<file path="src/rtl/sdram_port_arbiter.sv">
// Shares one SDRAM controller port among an LCD reader (RD) and two writers (W0, W1).
// Handshake: a client holds req with addr/data stable until it sees a one-cycle done; oMem_Req/iMem_Done follow the same rule toward the controller.
module sdram_port_arbiter #(
  parameter int ADDR_W     = 24,
  parameter int DATA_W     = 16,
  parameter int MAX_RD_RUN = 8
) (
  input  logic              clk,
  input  logic              rst,
  input  logic              en,
  input  logic              iRd_Req,
  input  logic [ADDR_W-1:0] iRd_Addr,
  output logic [DATA_W-1:0] oRd_Data,
  output logic              oRd_Done,
  input  logic              iW0_Req,
  input  logic [ADDR_W-1:0] iW0_Addr,
  input  logic [DATA_W-1:0] iW0_Data,
  output logic              oW0_Done,
  input  logic              iW1_Req,
  input  logic [ADDR_W-1:0] iW1_Addr,
  input  logic [DATA_W-1:0] iW1_Data,
  output logic              oW1_Done,
  output logic              oMem_Req,
  output logic              oMem_We,
  output logic [ADDR_W-1:0] oMem_Addr,
  output logic [DATA_W-1:0] oMem_Wr_Data,
  input  logic              iMem_Done,
  input  logic [DATA_W-1:0] iMem_Rd_Data,
  output logic [1:0]        oGrant
);

  typedef enum logic [1:0] {
    IDLE    = 2'd0,
    BUSY    = 2'd1,
    RELEASE = 2'd2
  } state_t;

  localparam logic [1:0] G_NONE = 2'd0;
  localparam logic [1:0] G_RD   = 2'd1;
  localparam logic [1:0] G_W0   = 2'd2;
  localparam logic [1:0] G_W1   = 2'd3;
  localparam logic [7:0] RUN_MAX = 8'(MAX_RD_RUN);

  state_t     state, state_d;
  logic       rr_w1;
  logic [7:0] rd_run;
  logic       w_pend;
  logic       any_req;
  logic       pick_rd;
  logic       pick_w0;
  logic [1:0] win;
  logic       start;
  logic       finish;

  always_comb begin
    w_pend  = iW0_Req | iW1_Req;
    any_req = iRd_Req | w_pend;
    // A full read run yields to a pending writer so the LCD refresh cannot starve drawing.
    pick_rd = iRd_Req && !((rd_run == RUN_MAX) && w_pend);
    pick_w0 = !pick_rd && iW0_Req && (!iW1_Req || !rr_w1);
    if (pick_rd)      win = G_RD;
    else if (pick_w0) win = G_W0;
    else              win = G_W1;
    start   = 1'b0;
    finish  = 1'b0;
    state_d = state;
    case (state)
      IDLE: begin
        if (en && any_req) begin
          start   = 1'b1;
          state_d = BUSY;
        end
      end
      BUSY: begin
        if (iMem_Done) begin
          finish  = 1'b1;
          state_d = RELEASE;
        end
      end
      // The finishing client still holds req here, so nothing is sampled.
      RELEASE: state_d = IDLE;
      default: state_d = IDLE;
    endcase
  end

  always_ff @(posedge clk or posedge rst) begin
    if (rst) state <= IDLE;
    else     state <= state_d;
  end

  always_ff @(posedge clk or posedge rst) begin
    if (rst) begin
      oMem_Req     <= 1'b0;
      oMem_We      <= 1'b0;
      oMem_Addr    <= '0;
      oMem_Wr_Data <= '0;
      oGrant       <= G_NONE;
      oRd_Data     <= '0;
      oRd_Done     <= 1'b0;
      oW0_Done     <= 1'b0;
      oW1_Done     <= 1'b0;
      rr_w1        <= 1'b0;
      rd_run       <= '0;
    end else begin
      oRd_Done <= 1'b0;
      oW0_Done <= 1'b0;
      oW1_Done <= 1'b0;
      if (start) begin
        oMem_Req <= 1'b1;
        oGrant   <= win;
        case (win)
          G_RD: begin
            oMem_We      <= 1'b0;
            oMem_Addr    <= iRd_Addr;
            oMem_Wr_Data <= '0;
          end
          G_W0: begin
            oMem_We      <= 1'b1;
            oMem_Addr    <= iW0_Addr;
            oMem_Wr_Data <= iW0_Data;
          end
          default: begin
            oMem_We      <= 1'b1;
            oMem_Addr    <= iW1_Addr;
            oMem_Wr_Data <= iW1_Data;
          end
        endcase
        if (win == G_RD) begin
          if (!w_pend)                rd_run <= '0;
          else if (rd_run != RUN_MAX) rd_run <= rd_run + 8'd1;
        end else begin
          rd_run <= '0;
          rr_w1  <= (win == G_W0);
        end
      end else if (finish) begin
        oMem_Req     <= 1'b0;
        oMem_We      <= 1'b0;
        oMem_Addr    <= '0;
        oMem_Wr_Data <= '0;
        oGrant       <= G_NONE;
        oRd_Done     <= (oGrant == G_RD);
        oW0_Done     <= (oGrant == G_W0);
        oW1_Done     <= (oGrant == G_W1);
        if (oGrant == G_RD) oRd_Data <= iMem_Rd_Data;
      end
    end
  end

endmodule

</file>
<file path="config.mk">
export PLATFORM = sky130hd
export DESIGN_NAME = sdram_port_arbiter
export DESIGN_NICKNAME = d
export VERILOG_FILES = /design/src/rtl/sdram_port_arbiter.sv
export SDC_FILE = /design/constraint.sdc
export NUM_CORES = 1
export LEC_CHECK = 0
export CORE_ASPECT_RATIO = 1.25
export CORE_UTILIZATION = 43
export DETAILED_ROUTE_END_ITERATION = 6
export GPL_ROUTABILITY_DRIVEN = 0
export HOLD_SLACK_MARGIN = 0.06
export PLACE_DENSITY_LB_ADDON = 0.08
export SKIP_CTS_REPAIR_TIMING = 1
export SYNTH_ARGS = -nofsm -noshare
export SYNTH_HDL_FRONTEND = slang
export SYNTH_SLANG_ARGS = --single-unit
</file>
<file path="constraint.sdc">
create_clock -name clk -period 6.4 [get_ports clk]
set_clock_uncertainty 0.2 [all_clocks]
set_input_delay 1.28 -clock clk [delete_from_list [all_inputs] [get_ports clk]]
set_output_delay 1.28 -clock clk [all_outputs]
set_load 0.05 [all_outputs]
</file>
==> summary.txt <==
Run status
  – Status: finished, final reports clean

Synthesis
  – Post-synth top area share: 51.3%
  – Post-synthesis adder-cell area fraction: 0.703%
  – Xor and xnor fraction of the mapped netlist area: 0%
  – Main combinational cell family by area after synthesis: simple AND/OR/NAND/NOR gates
  – Synth cell count leaders: 99 x nand2_1, 73 x dfrtp_1, 40 x o21ai_0, 19 x nand3_1, 18 x o21ai_1
  – Yosys top cell by area: dfrtp_1
  – Yosys warnings: 0
  – Complex-gate fraction of the synthesized area: 14.0%
  – Synth top area cells: dfrtp_1 51%, nand2_1 10%, o21ai_0 5.6%
  – Number of library cell types mapped by synthesis: 37
  – Number of synthesized register bits: 73
  – Syn nets: 509
  – Simple-gate portion of the synthesized area: 20.1%
  – Most common cell in the synthesized netlist: nand2_1
  – Mean Syn Cell Area: 9.36 sq um
  – Post-synth EDFFs: 0
  – Ys flop type: dfrtp_1
  – Fraction of registers with async set/reset: 100%
  – Cells after Synth: 380
  – Mapped cell area: 0.00356 sq mm
  – Post-synthesis mux area share: 9.88%
  – Seq/Total Area, Yosys: 51.3%

Layout
  – Antenna diodes: 0
  – # nets final: 686
  – Filler Cells Inserted: 658
  – Area delta synth->final: 60.1%
  – Design area: 0.00570 sq mm
  – Fin cells: 656
  – Share of cells above drive strength 1: 7.66%

Setup path
  – Delay-heaviest family, CP: compound AO/OA/AOI/OAI gates
  – Worst path bufs/invs: 1
  – Crit path DAT: 3.47 ns
  – Type of origin of the critical path: input pin
  – Crit Path Max Fanout: 39
  – Worst-path cell chain: clkdlybuf4s50_1, or2_2, a31o_1, nor2_1, mux2_2
  – CP required: 6.42 ns
  – Crit. End Element: flop
  – Critical Path Slowest Stage Cell: a31o_1
  – Kind of critical path: in -> reg
  – CP peak stage delay: 0.96 ns

Global route
  – Initial antenna violation count: 0
  – Number of global-route vias before repair: 3521
  – Total gr overflow: 0
  – First-pass GRT wire length: 16700 um
  – Total GRT Usage: 24.4%
  – Pin count of the biggest net entering global routing: 74

Die
  – Die footprint: 0.00865 sq mm
  – Initial core utilization: 44.9%
  – Io pins: 190
  – Core footprint: 0.00793 sq mm
  – Row count: 36
  – Chip width: 83.4 um
  – Die height: 104 um

Detailed routing
  – DRT Wirelength: 10300 um
  – DR iter-0 viols: 105
  – Met2 WL post-DR: 5430 um
  – Routed wire per std cell: 15.7 um
  – DRT Pass-1 Iters: 4
  – Vias: 3427
  – Drt drc: 0
  – Antenna Violating Nets Remaining: 0
  – M1 wire length: 3870 um
  – DR top layer: met4
  – Vias per cell: 5.22
  – Met3 Routed Length: 750 um

Power
  – Clk network pwr share: 16.8%
  – P_sw: 1.02 mW
  – P_int: 1.27 mW
  – Switch share: 44.7%
  – Logic pwr share: 52.1%
  – Seq pwr share: 31.1%
  – Max VDD drop: 0.000305 V
  – Pwr dens: 403 mW/mm^2
  – Tot Pwr: 2.29 mW
  – Leakage power: 2.48 nW

STA
  – Final Hold Viols: 0
  – Fmax: 290 MHz
  – Minimum clock period: 3.45 ns
  – Final Setup Violations: 0
  – Pins Over Slew Limit: 0
  – Slew @ Worst Pin: 1.25 ns
  – Setup ws final: 2.95 ns
  – Setup tns final: 0 ns
  – Unrepaired setup endpoints after global routing: no
  – Post-route clock period utilization: 53.9%
  – Max transition margin: 15.1%

Clocking
  – Cts bufs inserted: 9
  – Clock buffer depth: 2
  – Root buf cell: clkbuf_8
  – Clock Sinks: 73
  – Clock-pin slew on the worst setup and hold paths: 0.07 ns
  – Clock latency on the worst-skew pair: 0.33 ns
  – CTS tree: yes
  – Deepest level of the CTS H-tree: 3

Placed design
  – Placed cells: 641
  – Post-Place Worst Slack: 2.56 ns
  – Placed Instance Area: 0.00549 sq mm
  – HPWL Detailed: 7500 um
  – # port buffers: 189

Hold path
  – HP Class: reg -> reg

Run
  – Max Cap Viol: 0
-- power by group through the flow --
stage               Combinational (mW)  Clock (mW)  Sequential [mW]
global placement                  1.19           0            0.712
floorplan                        0.272           0             1.20
finish                            1.20       0.386            0.712
CTS                               1.21       0.395            0.713
global route                      1.25       0.416            0.733
detailed placement                1.20           0            0.719
-- layout by cell type (no fill, tap or decap), types with 2 or more instances in the layout --
cell / count
nand4_1: 3
clkbuf_8: 9
a31oi_1: 2
ha_1: 2
nand2_1: 99
bufinv_16: 2
nand3_1: 19
or2_2: 2
nor3b_2: 2
and3_1: 15
mux2i_1: 16
a22o_1: 13
dfrtp_1: 73
inv_1: 7
mux2_2: 17
clkdlybuf4s50_1: 189
nor2_1: 7
o21ai_1: 18
o21ai_0: 40
a21oi_1: 3
-- layer usage --
metal	up-vias	track usage, %
met2	119	43.6
met4	0	9.36
met5	-	0
met3	21	7.57
li1	1662	-
met1	1625	26.9
-- kinds of logic after synthesis --
family	count (synthesis)
compound gates	84
fa+ha+maj	2
buf+inv	32
flops	73
mux	33
simple gates	156
-- layout make-up --
cell class                 count  area (sq um)  share of cell area (%)
clock inverter                 5          81.3                    1.43
sequential                    73          1830                    32.1
timing repair buffer         190          1900                    33.3
multi-input combinational    275          1610                    28.3
inverter                       8          30.0                   0.527
tap                           95           119                    2.09
clock buffer                  10           128                    2.24
-- worst min-delay path: stages, from the launching register on --
cell	delay, ns
dfrtp_1	0.34
nand2_1	0.05
nand2_1	0.06
-- state kept, by name, summed over array words and instances, names as in the netlist --
signal and count:
oMem_Wr_Data 16, oRd_Done 1, oMem_Req 1, state 2, oW1_Done 1, oRd_Data 16
rr_w1 1, oMem_Addr 24, oW0_Done 1, oGrant 1, rd_run 8, oMem_We 1
-- through the flow --
step	hold slack [ns]	utilization (%)
floorplan	0.307	-
global placement	0.262	69.2
detailed placement	0.262	69.2
CTS	0.281	71.8
global route	0.299	71.8
finish	0.279	71.8
-- path summary, 6_finish.rpt --
kind / from / to / slack, ns / cells past startpoint
max in group asynchronous: rst / rd_run[4]$_DFFE_PP0P_ / 4.07 / 3
worst min register to register: oMem_Req$_DFFE_PP0P_ / oMem_Req$_DFFE_PP0P_ / 0.28 / 2
min in group asynchronous: rst / oRd_Data[4]$_DFFE_PP0P_ / 1.33 / 3
worst max-delay path: iW1_Req / rd_run[0]$_DFFE_PP0P_ / 2.95 / 5
worst max register to register: rd_run[0]$_DFFE_PP0P_ / rd_run[0]$_DFFE_PP0P_ / 3.66 / 6
worst min-delay path: oMem_Req$_DFFE_PP0P_ / oMem_Req$_DFFE_PP0P_ / 0.28 / 2
Note: power is estimated with default switching activity, not from simulation.
